$ cat src/rtl/change_dispenser.sv
`default_nettype none
// ============================================================================
// Module   : change_dispenser
// Purpose  : Pays a change amount as greedy quarter/dime/nickel hopper pulses,
//            with a recovery gap after each coin. Shows the remaining change as
//            two BCD digits. Optional macro COIN_INVENTORY_EN adds per-coin
//            stock counters with refill and fallback to smaller coins.
// Revision : 1.0 - initial release
// ============================================================================
module change_dispenser #(
  parameter int MAX_CENTS  = 95,
  parameter int GAP_CYCLES = 1,
  parameter int Q_STOCK    = 8,
  parameter int D_STOCK    = 8,
  parameter int N_STOCK    = 8
) (
  input  logic       clk,
  input  logic       reset,
  input  logic       i_start,
  input  logic [6:0] i_change_cents,
  input  logic       i_refill,
  output logic       o_quarter,
  output logic       o_dime,
  output logic       o_nickel,
  output logic       o_busy,
  output logic       o_done,
  output logic       o_error,
  output logic [3:0] o_changeMSB,
  output logic [3:0] o_changeLSB
);

  typedef enum logic [1:0] {
    S_IDLE     = 2'd0,
    S_DISPENSE = 2'd1,
    S_GAP      = 2'd2
  } state_t;

  localparam logic [6:0] c_max_cents = 7'(MAX_CENTS);
  localparam logic [3:0] c_gap       = 4'(GAP_CYCLES);

  state_t     r_state;
  logic [6:0] r_rem;
  logic [3:0] r_gap;

  logic w_bad_req;
  logic w_q_ok;
  logic w_d_ok;
  logic w_n_ok;

  assign w_bad_req = ((i_change_cents % 7'd5) != 7'd0) || (i_change_cents > c_max_cents);

`ifdef COIN_INVENTORY_EN
  logic [7:0] r_q_stk;
  logic [7:0] r_d_stk;
  logic [7:0] r_n_stk;

  assign w_q_ok = (r_rem >= 7'd25) && (r_q_stk != 8'd0);
  assign w_d_ok = (r_rem >= 7'd10) && (r_d_stk != 8'd0);
  assign w_n_ok = (r_rem >= 7'd5)  && (r_n_stk != 8'd0);
`else
  logic w_unused_cfg;
  assign w_unused_cfg = i_refill | ((Q_STOCK + D_STOCK + N_STOCK) == 0);

  assign w_q_ok = (r_rem >= 7'd25);
  assign w_d_ok = (r_rem >= 7'd10);
  assign w_n_ok = (r_rem >= 7'd5);
`endif

  always_ff @(posedge clk) begin
    if (reset) begin
      r_state   <= S_IDLE;
      r_rem     <= 7'd0;
      r_gap     <= 4'd0;
      o_quarter <= 1'b0;
      o_dime    <= 1'b0;
      o_nickel  <= 1'b0;
      o_busy    <= 1'b0;
      o_done    <= 1'b0;
      o_error   <= 1'b0;
`ifdef COIN_INVENTORY_EN
      r_q_stk   <= 8'(Q_STOCK);
      r_d_stk   <= 8'(D_STOCK);
      r_n_stk   <= 8'(N_STOCK);
`endif
    end else begin
      o_quarter <= 1'b0;
      o_dime    <= 1'b0;
      o_nickel  <= 1'b0;
      o_done    <= 1'b0;
      o_error   <= 1'b0;
      case (r_state)
        S_IDLE: begin
`ifdef COIN_INVENTORY_EN
          if (i_refill) begin
            r_q_stk <= 8'(Q_STOCK);
            r_d_stk <= 8'(D_STOCK);
            r_n_stk <= 8'(N_STOCK);
          end
`endif
          if (i_start) begin
            if (w_bad_req) begin
              o_error <= 1'b1;
            end else begin
              r_rem   <= i_change_cents;
              o_busy  <= 1'b1;
              r_state <= S_DISPENSE;
            end
          end
        end
        S_DISPENSE: begin
          if (r_rem == 7'd0) begin
            o_done  <= 1'b1;
            o_busy  <= 1'b0;
            r_state <= S_IDLE;
          end else if (w_q_ok || w_d_ok || w_n_ok) begin
            if (w_q_ok) begin
              o_quarter <= 1'b1;
              r_rem     <= r_rem - 7'd25;
`ifdef COIN_INVENTORY_EN
              r_q_stk   <= r_q_stk - 8'd1;
`endif
            end else if (w_d_ok) begin
              o_dime  <= 1'b1;
              r_rem   <= r_rem - 7'd10;
`ifdef COIN_INVENTORY_EN
              r_d_stk <= r_d_stk - 8'd1;
`endif
            end else begin
              o_nickel <= 1'b1;
              r_rem    <= r_rem - 7'd5;
`ifdef COIN_INVENTORY_EN
              r_n_stk  <= r_n_stk - 8'd1;
`endif
            end
            // With no recovery gap the next coin is chosen on the very next edge.
            if (GAP_CYCLES != 0) begin
              r_gap   <= c_gap;
              r_state <= S_GAP;
            end
          end else begin
            // Unpayable remainder is left in r_rem so the display keeps showing it.
            o_error <= 1'b1;
            o_busy  <= 1'b0;
            r_state <= S_IDLE;
          end
        end
        S_GAP: begin
          r_gap <= r_gap - 4'd1;
          if (r_gap <= 4'd1) begin
            r_state <= S_DISPENSE;
          end
        end
        default: r_state <= S_IDLE;
      endcase
    end
  end

  assign o_changeMSB = 4'(r_rem / 7'd10);
  assign o_changeLSB = 4'(r_rem % 7'd10);

endmodule
`default_nettype wire

$ cat config.mk
export PLATFORM = sky130hd
export DESIGN_NAME = change_dispenser
export DESIGN_NICKNAME = d
export VERILOG_FILES = /design/src/rtl/change_dispenser.sv
export SDC_FILE = /design/constraint.sdc
export NUM_CORES = 1
export LEC_CHECK = 0
export CAP_MARGIN = 25
export CORE_UTILIZATION = 45
export CTS_CLUSTER_DIAMETER = 120
export DETAILED_ROUTE_END_ITERATION = 16
export GPL_ROUTABILITY_DRIVEN = 0
export GPL_TIMING_DRIVEN = 0
export PLACE_DENSITY = 0.67
export SLEW_MARGIN = 20
export SYNTH_ARGS = -nofsm -noshare
export SYNTH_HDL_FRONTEND = slang
export SYNTH_SLANG_ARGS = --single-unit
$ cat constraint.sdc
create_clock -name clk -period 7.4 [get_ports clk]
set_input_delay 1.48 -clock clk [delete_from_list [all_inputs] [get_ports clk]]
set_output_delay 1.48 -clock clk [all_outputs]
set_load 0.03 [all_outputs]
# Yosys cells after proc, flatten, opt, wreduce, memory -nomap -nowiden
# Index checks and enable logic that the tools add are counted.
[word_totals]
register_bits = 19
inputBits = 11
out_inout_bits = 14
elab_cells = 76
[op_classes]
add_sub_neg = 4
div_mod_pow = 3
n_lt_le_gt_ge = 5
n_eq_ne = 8
mux = 30
bitwise_logic = 2
n_reduce_logical = 15
[op_table]
columns = ["operator", "n"]
rows = [
  ["7-bit two-way mux", 6],
  ["7-bit one-hot mux with 2 select lines", 1],
  ["1-bit two-way mux", 12],
  ["2-bit two-way mux", 5],
  ["2-bit inequality test (second input constant)", 5],
  ["4-bit two-way mux", 2],
  ["4-bit one-hot mux with 2 select lines", 1],
  ["7-bit by 4-bit divider with 7-bit output (second input constant)", 1],
  ["7-bit by 3-bit greater-or-equal comparator with 1-bit output (second input constant)", 1],
  ["7-bit by 4-bit greater-or-equal comparator with 1-bit output (second input constant)", 1],
  ["7-bit by 5-bit greater-or-equal comparator with 1-bit output (second input constant)", 1],
  ["7-bit > comparator (second input constant)", 1],
  ["7-bit logical NOT", 1],
  ["7-bit by 3-bit modulo with 7-bit output (second input constant)", 1],
  ["7-bit by 4-bit modulo with 7-bit output (second input constant)", 1],
  ["7-bit nonzero test", 1],
  ["7-bit by 3-bit subtractor with 7-bit output (second input constant)", 1],
  ["7-bit by 4-bit subtractor with 7-bit output (second input constant)", 1],
  ["7-bit by 5-bit subtractor with 7-bit output (second input constant)", 1],
  ["2-bit one-hot mux with 3 select lines", 1],
  ["3-bit AND reduction", 2],
  ["5-bit AND reduction", 1],
  ["5-bit OR reduction", 1],
  ["4-bit by 1-bit <= comparator with 1-bit output (second input constant)", 1],
  ["other kinds (12)", 17],
]

# Longest topological paths before layout
# Gate-level depths: netlist (run 1).
[depth]
ltp_word = 6
depth_mapped = 10
ltp_nobuf = 9

# Least setup slack after synthesis (run 1)
# OpenSTA, ideal clock, no wires.
[synth_path]
path_kind = "register to output"
startpoint = "register r_rem[2]"
endpoint = "output o_changeLSB[1]"
arrival_time_ps = 2562
required_time_ps = 5920
setup_slack_ps = 3358
path_stages_with_launch = 9
n_path_buf = 0
path_cell_list = "dfxtp_1 or3b_2 mux2i_1 a21oi_2 xnor2_1 ha_1 a21bo_1 a21o_2 xnor2_1"
[synth_via]
elab_chain_cells = 1
[synth_lines]
columns = ["item", "line_no", "source"]
rows = [
  ["start, declared", "42", "logic [6:0] r_rem;"],
  ["start signal, assigned", "104", "r_rem <= i_change_cents;"],
  ["start signal, assigned", "118", "r_rem <= r_rem - 7'd25;"],
  ["start signal, assigned", "124", "r_rem <= r_rem - 7'd10;"],
  ["7-bit by 4-bit modulo with 7-bit output", "159", "assign o_changeLSB = 4'(r_rem % 7'd10);"],
  ["end, declared", "29", "output logic [3:0] o_changeLSB"],
]
# No other way between the ends.

# Final worst setup path (run 1)
[layout_path]
startpoint = "register r_rem[2]"
endpoint = "output o_changeLSB[2]"
# The elaborated chain is that of the path after synthesis.

==> impl_metrics.ini, run 1 <==
[timing]
tightest_slew_ns = 0.543
setup_tns_ns = 0
report.final.slew_viol_count = 0
hold_violations = 0
slew_headroom = 0.633
rsz0062_at_grt = false
period_share = 0.631
period_minus_slack_ns = 4.67
fin_ws_ns = 2.73
clock-skew-final_ns = 0.00808
setup_viol = 0
max_freq_mhz = 214

[power_and_ir_drop]
power.density_nw_per_um2 = 161
peakVddDrop_mv = 0.0852
total_leakage_power_nw = 0.857

[logic_synthesis]
synth_area_leaders = dfxtp_1, ha_1, nand2_1
syn_area_per_cell_um2 = 7.36
async_reset_ff_frac = 0
syn_area_um2 = 1850
ys.flop_type = dfxtp_1
yosysTopAreaCell = dfxtp_1
yosysWarningCount = 0
synth_fp_nets = 271
ys_seq_area_frac = 0.206
yosys_register_bits = 19
synth_top_area_frac = 0.206
synth_edf_count = 0
syn_inst = 251
yosysUniqueCellTypes = 64

[worst_hold_path]
hp-class = flip-flop to flip-flop
hp-start = o_busy
hold_path_depth = 2
whs_endpoint = o_busy

[detailed_routing]
dr_wl_met3_um = 186
viasPerCell = 5.77
top_layer = met4
num_vias = 1871
drc = 0
wl_met2_mm = 2.27
drt-initial-drc-count = 50
ant_nets = 0
drt-met1-wl_mm = 2.14
drt_first_pass_iters = 4
wl_per_cell_um = 14.3
wirelength_mm = 4.65

[placement]
io_buffers = 21
dpl.hpwl_mm = 3.53
dpl_worst_slack_ns = 3.05
dp_cells = 320

[final_layout]
area_growth_pct = 17.1
fin_cells = 324
final_cell_mix = nand2_1, nor2_1, clkdlybuf4s50_1
ff_latch_area_um2 = 380
antenna_cells = 0
fillers = 401
drive_above_1_share = 0.0978
mostFrequentLayoutCell = nand2_1
final_nets = 297
multi_input_area_um2 = 1340

[floorplanning]
die_h_um = 66.1
die-area_um2 = 4360
rows = 22
core_area_um2 = 3800
start_util = 0.486
die_w_um = 66.1
io_pins = 25

[cts]
clk_pin_slew_ns = 0.08
cts_setup_buffers = 0
htreeDepth = 1
cts_sinks = 19
root_buffer = clkbuf_8
numCtsBuffers = 3
cts_max_path_buffers = 2
post_cts_resized = 0
insertion_delay_ns = 0.27
cts_tree = built
holdBufCountCts = 0

[setup_path]
crit_fanout = 8
path_class = flip-flop to output port
required_ns = 5.92
crit_path_frequent_cell = mux2i_1
endpoint_kind = output port
r2r-end = r_rem[5]
critical_path_arrival_ns = 3.19
critPathLaunchType = flip-flop
r2r-start = r_rem[1]
slowest_stage = clkdlybuf4s50_1
slowest_delay_ns = 0.69
rr_worst_depth = 10
reg2reg_slack_ns = 4.86
crit_chain = or3b_2 -> mux2i_1 -> a21oi_2 -> xnor2_1 -> ha_1 -> a21bo_1 -> a21o_2 -> mux2i_1 -> clkdlybuf4s50_1

[flow_run]
max_cap_violations = 0

[global_routing]
antenna_found_initial = 0
gr-usage-all-layers = 0.233
grt_pass1_wl_mm = 7.92
grt_pass1_vias = 1773
grt.overflow.total = 0
grt_max_degree = 12

[run_status]
status = finished, final reports clean
==> where the power goes <==
part	internal (W)	switching [W]	leakage, nW
Clock	0.0000376	0.0000379	0.0255
Sequential	0.000107	0.00000514	0.154
Combinational	0.0000670	0.0000947	0.677
==> area by class of cell <==
class                      instances  share of cell area
tap                               48              0.0278
inverter                          10              0.0174
timing repair buffer              21              0.0972
multi-input combinational        205               0.618
buffer                            17              0.0422
sequential                        19               0.176
clock inverter                     1             0.00231
clock buffer                       3              0.0191
==> cell usage after synthesis, types with 4 or more instances <==
cell / n
xnor2_1: 5
o31ai_1: 4
nand2b_1: 11
nor2_1: 26
dfxtp_1: 19
nor2b_1: 8
a21oi_1: 19
buf_2: 7
o21ai_0: 15
ha_1: 9
nor3_1: 8
clkbuf_1: 6
mux2i_1: 7
nand2_1: 27
inv_1: 10
==> state kept, by name, summed over array words and instances (netlist names) <==
signal	flops
r_gap	4
o_dime	1
r_rem	7
o_done	1
o_error	1
o_quarter	1
o_nickel	1
o_busy	1
r_state	2
==> worst max-delay path: cells and delay by family (launching register included) <==
| family | cells | cell delay (ns) |
|---|---|---|
| flops | 1 | 0.40 |
| buf+inv | 1 | 0.69 |
| mux | 2 | 0.33 |
| simple gates | 1 | 0.50 |
| fa+ha+maj | 1 | 0.24 |
| xor+xnor | 1 | 0.26 |
| compound gates | 3 | 0.51 |
==> worst max path at each step <==
stage / start / end / slack, ns / cells past startpoint
2_1_floorplan: r_rem[2] / o_changeLSB[1] / 3.36 / 8
6_report: r_rem[2] / o_changeLSB[2] / 2.73 / 9
3_3_place_gp: r_rem[2] / o_changeLSB[2] / 3.08 / 9
4_1_cts: r_rem[2] / o_changeLSB[2] / 2.75 / 9
3_5_place_dp: r_rem[2] / o_changeLSB[2] / 3.05 / 9
5_1_grt: r_rem[2] / o_changeLSB[2] / 2.47 / 9
==> metrics by stage <==
stage	hold WS [ns]	util	instance area [µm²]	power [W]
after floorplan	0.485	-	1850	0.000229
after global placement	0.480	0.557	2120	0.000274
after detailed placement	0.477	0.557	2120	0.000274
after CTS	0.500	0.569	2160	0.000348
after global routing	0.537	0.569	2160	0.000371
final	0.498	0.569	2160	0.000349
==> logic make-up (layout without fill, tap and decap cells) <==
| group | Yosys count | in the layout | share of synthesized area |
|---|---|---|---|
| flops | 19 | 19 | 0.206 |
| compound gates | 83 | 83 | 0.325 |
| fa+ha+maj | 9 | 9 | 0.0610 |
| buf+inv | 27 | 52 | 0.0698 |
| mux | 7 | 7 | 0.0379 |
| xor+xnor | 7 | 7 | 0.0332 |
| simple gates | 99 | 99 | 0.268 |
==> layer usage <==
layer,track usage,vias to the layer above
met5,0,-
met4,0.0479,0
met3,0.0224,7
met2,0.439,51
met1,0.282,859
li1,-,954
Power figures use the tool's default switching activity.
==> inputs of run 2 (changes only) <==
==> constraint.sdc (replaced) <==
create_clock -name clk -period 4.9 [get_ports clk]
set_input_delay 0.98 -clock clk [delete_from_list [all_inputs] [get_ports clk]]
set_output_delay 0.98 -clock clk [all_outputs]
set_load 0.03 [all_outputs]
==> results of run 2 <==
Same layout as run 1 (identical final DEF). Status: finished, final reports clean.
Main changes from that run: setup slack after placement 3.05 ns -> 1.05 ns; setup slack after layout 2.73 ns -> 0.727 ns; register-to-register setup slack 4.86 ns -> 2.36 ns; total power 0.000349 W -> 0.000527 W; worst IR drop on VDD 0.0852 mV -> 0.129 mV
==> inputs of run 3 (changes only) <==
--- a/config.mk
+++ b/config.mk
@@ -5,13 +5,14 @@
 export SDC_FILE = /design/constraint.sdc
 export NUM_CORES = 1
 export LEC_CHECK = 0
+export ABC_AREA = 1
 export CAP_MARGIN = 25
 export CORE_UTILIZATION = 45
 export CTS_CLUSTER_DIAMETER = 120
 export DETAILED_ROUTE_END_ITERATION = 16
 export GPL_ROUTABILITY_DRIVEN = 0
 export GPL_TIMING_DRIVEN = 0
-export PLACE_DENSITY = 0.67
+export PLACE_DENSITY = 0.78
 export SLEW_MARGIN = 20
 export SYNTH_ARGS = -nofsm -noshare
 export SYNTH_HDL_FRONTEND = slang
==> run 3 against run 2 <==
Effect of this change: core utilization is 0.36 points higher; global-route usage down 3.5 points; sequential cell count unchanged; sequential share of layout area is 0.11 points lower; first-iteration DRC count increased by 120%; critical path type unchanged; critical endpoint is now o_changeLSB[1]; largest cell class unchanged; highest routed layer unchanged.
==> impl_metrics.ini, run 3 <==
[floorplanning]
start_util = 0.485
io_pins = 25
die-area_um2 = 4350
rows = 22
die_w_um = 66.0
core_area_um2 = 3800
die_h_um = 66.0

[global_routing]
grt.overflow.total = 0
grt_pass1_wl_mm = 6.86
grt_max_degree = 12
grt_pass1_vias = 1661
antenna_found_initial = 0
gr-usage-all-layers = 0.198

[timing]
setup_viol = 0
clock-skew-final_ns = 0.00329
period_minus_slack_ns = 3.84
slew_headroom = 0.672
report.final.slew_viol_count = 0
hold_violations = 0
period_share = 0.784
setup_tns_ns = 0
max_freq_mhz = 260
rsz0062_at_grt = false
tightest_slew_ns = 0.492
worst_hold_slack_ns = 0.455

[cts]
numCtsBuffers = 3
holdBufCountCts = 0
htreeDepth = 1
cts_max_path_buffers = 2
cts_tree = built
post_cts_resized = 0
insertion_delay_ns = 0.26
cts_setup_buffers = 0
clk_pin_slew_ns = 0.08
root_buffer = clkbuf_8
cts_sinks = 19

[power_and_ir_drop]
power.density_nw_per_um2 = 344
total_leakage_power_nw = 1.09
p_total_w = 0.000749
peakVddDrop_mv = 0.165

[final_layout]
area_growth_pct = 18.3
fin_cells = 378
reg_top3 = r_rem x7, r_gap x4, r_state x2
drive_above_1_share = 0.136
largest-register = r_rem
mostFrequentLayoutCell = nand2_1
largest_reg_flops = 7
final_nets = 351
final_core_util = 0.573
final_cell_mix = nand2_1, nor2_1, inv_1
antenna_cells = 0

[detailed_routing]
drt-initial-drc-count = 109
ant_nets = 0
viasPerCell = 5.17
drc = 0
num_vias = 1956
wl_per_cell_um = 11.0
wl_met2_mm = 1.98
dr_wl_met3_um = 170
top_layer = met4
wirelength_mm = 4.16
drt_first_pass_iters = 5
drt-met1-wl_mm = 1.96

[setup_path]
critical_path_arrival_ns = 2.86
path_class = flip-flop to output port
endpoint_kind = output port
reg2reg_slack_ns = 2.72
critPathLaunchType = flip-flop
required_ns = 3.92
crit_fanout = 6

[placement]
dp_cells = 374
io_buffers = 23
dpl.hpwl_mm = 3.28

[logic_synthesis]
yosysWarningCount = 0
ys.flop_type = dfxtp_1
synth_fp_nets = 323
synth_area_leaders = dfxtp_1, nand2_1, nor2_1
yosysTopAreaCell = dfxtp_1
async_reset_ff_frac = 0
yosys-top-cells-count = nand2_1, nor2_1, inv_1
ys_seq_area_frac = 0.207
synth_edf_count = 0
syn_inst = 303
syn_area_per_cell_um2 = 6.07
post-synth-top-count-cell = nand2_1
yosys_register_bits = 19
yosysUniqueCellTypes = 35
syn_area_um2 = 1840
synth_top_area_frac = 0.207

[worst_hold_path]
hp-class = flip-flop to flip-flop

[run_status]
status = finished, final reports clean

[flow_run]
max_cap_violations = 0
-- run 3: cell types whose count changed after synthesis, moves of 7 or more --
cell / change
nand2_1: +43
inv_1: +25
nand3_1: +17
nor2_1: +15
inv_2: +11
nand2b_1: -11
nor2b_1: -8
buf_2: -7
-- run 3: final timing paths --
kind / end / cells after the start / from
worst max-delay path: o_changeLSB[1] / 16 / r_rem[6]
worst min register to register: o_busy / 2 / o_busy
worst max register to register: r_rem[1] / 13 / r_rem[1]
worst min-delay path: o_busy / 2 / o_busy
-- run 3: routing by layer --
metal / GRT usage / up-vias
li1: - / 1029
met1: 0.252 / 865
met2: 0.355 / 55
met3: 0.0172 / 7
met4: 0.0532 / 0
met5: 0 / -
-- run 3: kinds of logic after synthesis --
family / after synthesis / synth area share
buffers and inverters: 54 / 0.125
adders and majority gates: 9 / 0.0612
and+or+nand+nor: 161 / 0.403
DFF: 19 / 0.207
muxes: 1 / 0.00544
xor gates and xnor gates: 6 / 0.0286
AOI/OAI and AO/OA: 53 / 0.170
-- run 3: area by class of cell --
| class | count | area [µm²] |
|---|---|---|
| buffer | 6 | 45.0 |
| clock buffer | 3 | 41.3 |
| clock inverter | 1 | 5.00 |
| fill | 390 | 1620 |
| inverter | 48 | 185 |
| multi-input combinational | 230 | 1230 |
| sequential | 19 | 380 |
| tap | 48 | 60.1 |
| timing repair buffer | 23 | 230 |
-- run 3: metrics by stage --
step / instance area (µm²) / worst slack, ns
after global routing: 2180 / 0.885
after CTS: 2180 / 1.05
after global placement: 2130 / 1.39
after detailed placement: 2130 / 1.34
final: 2180 / 1.06
after floorplan: 1840 / 1.99
-- run 3: critical path, cell delays in order, from the launching register on --
cell and delay (ns):
dfxtp_1 0.47, inv_2 0.12, nand2_2 0.10, nand3_2 0.10, o21ai_1 0.11, nor2_1 0.07
nor2_2 0.17, nand2_4 0.08, nand3_1 0.08, nand2_2 0.07, ha_1 0.22, nand2_2 0.10
nand2_4 0.06, nand2_4 0.07, nand2_1 0.05, nand2_1 0.07, clkdlybuf4s50_1 0.67
-- run 3: where the power goes --
part / switching (W) / internal [W]
Combinational: 0.000287 / 0.000170
Clock: 0.0000577 / 0.0000567
Sequential: 0.0000114 / 0.000166
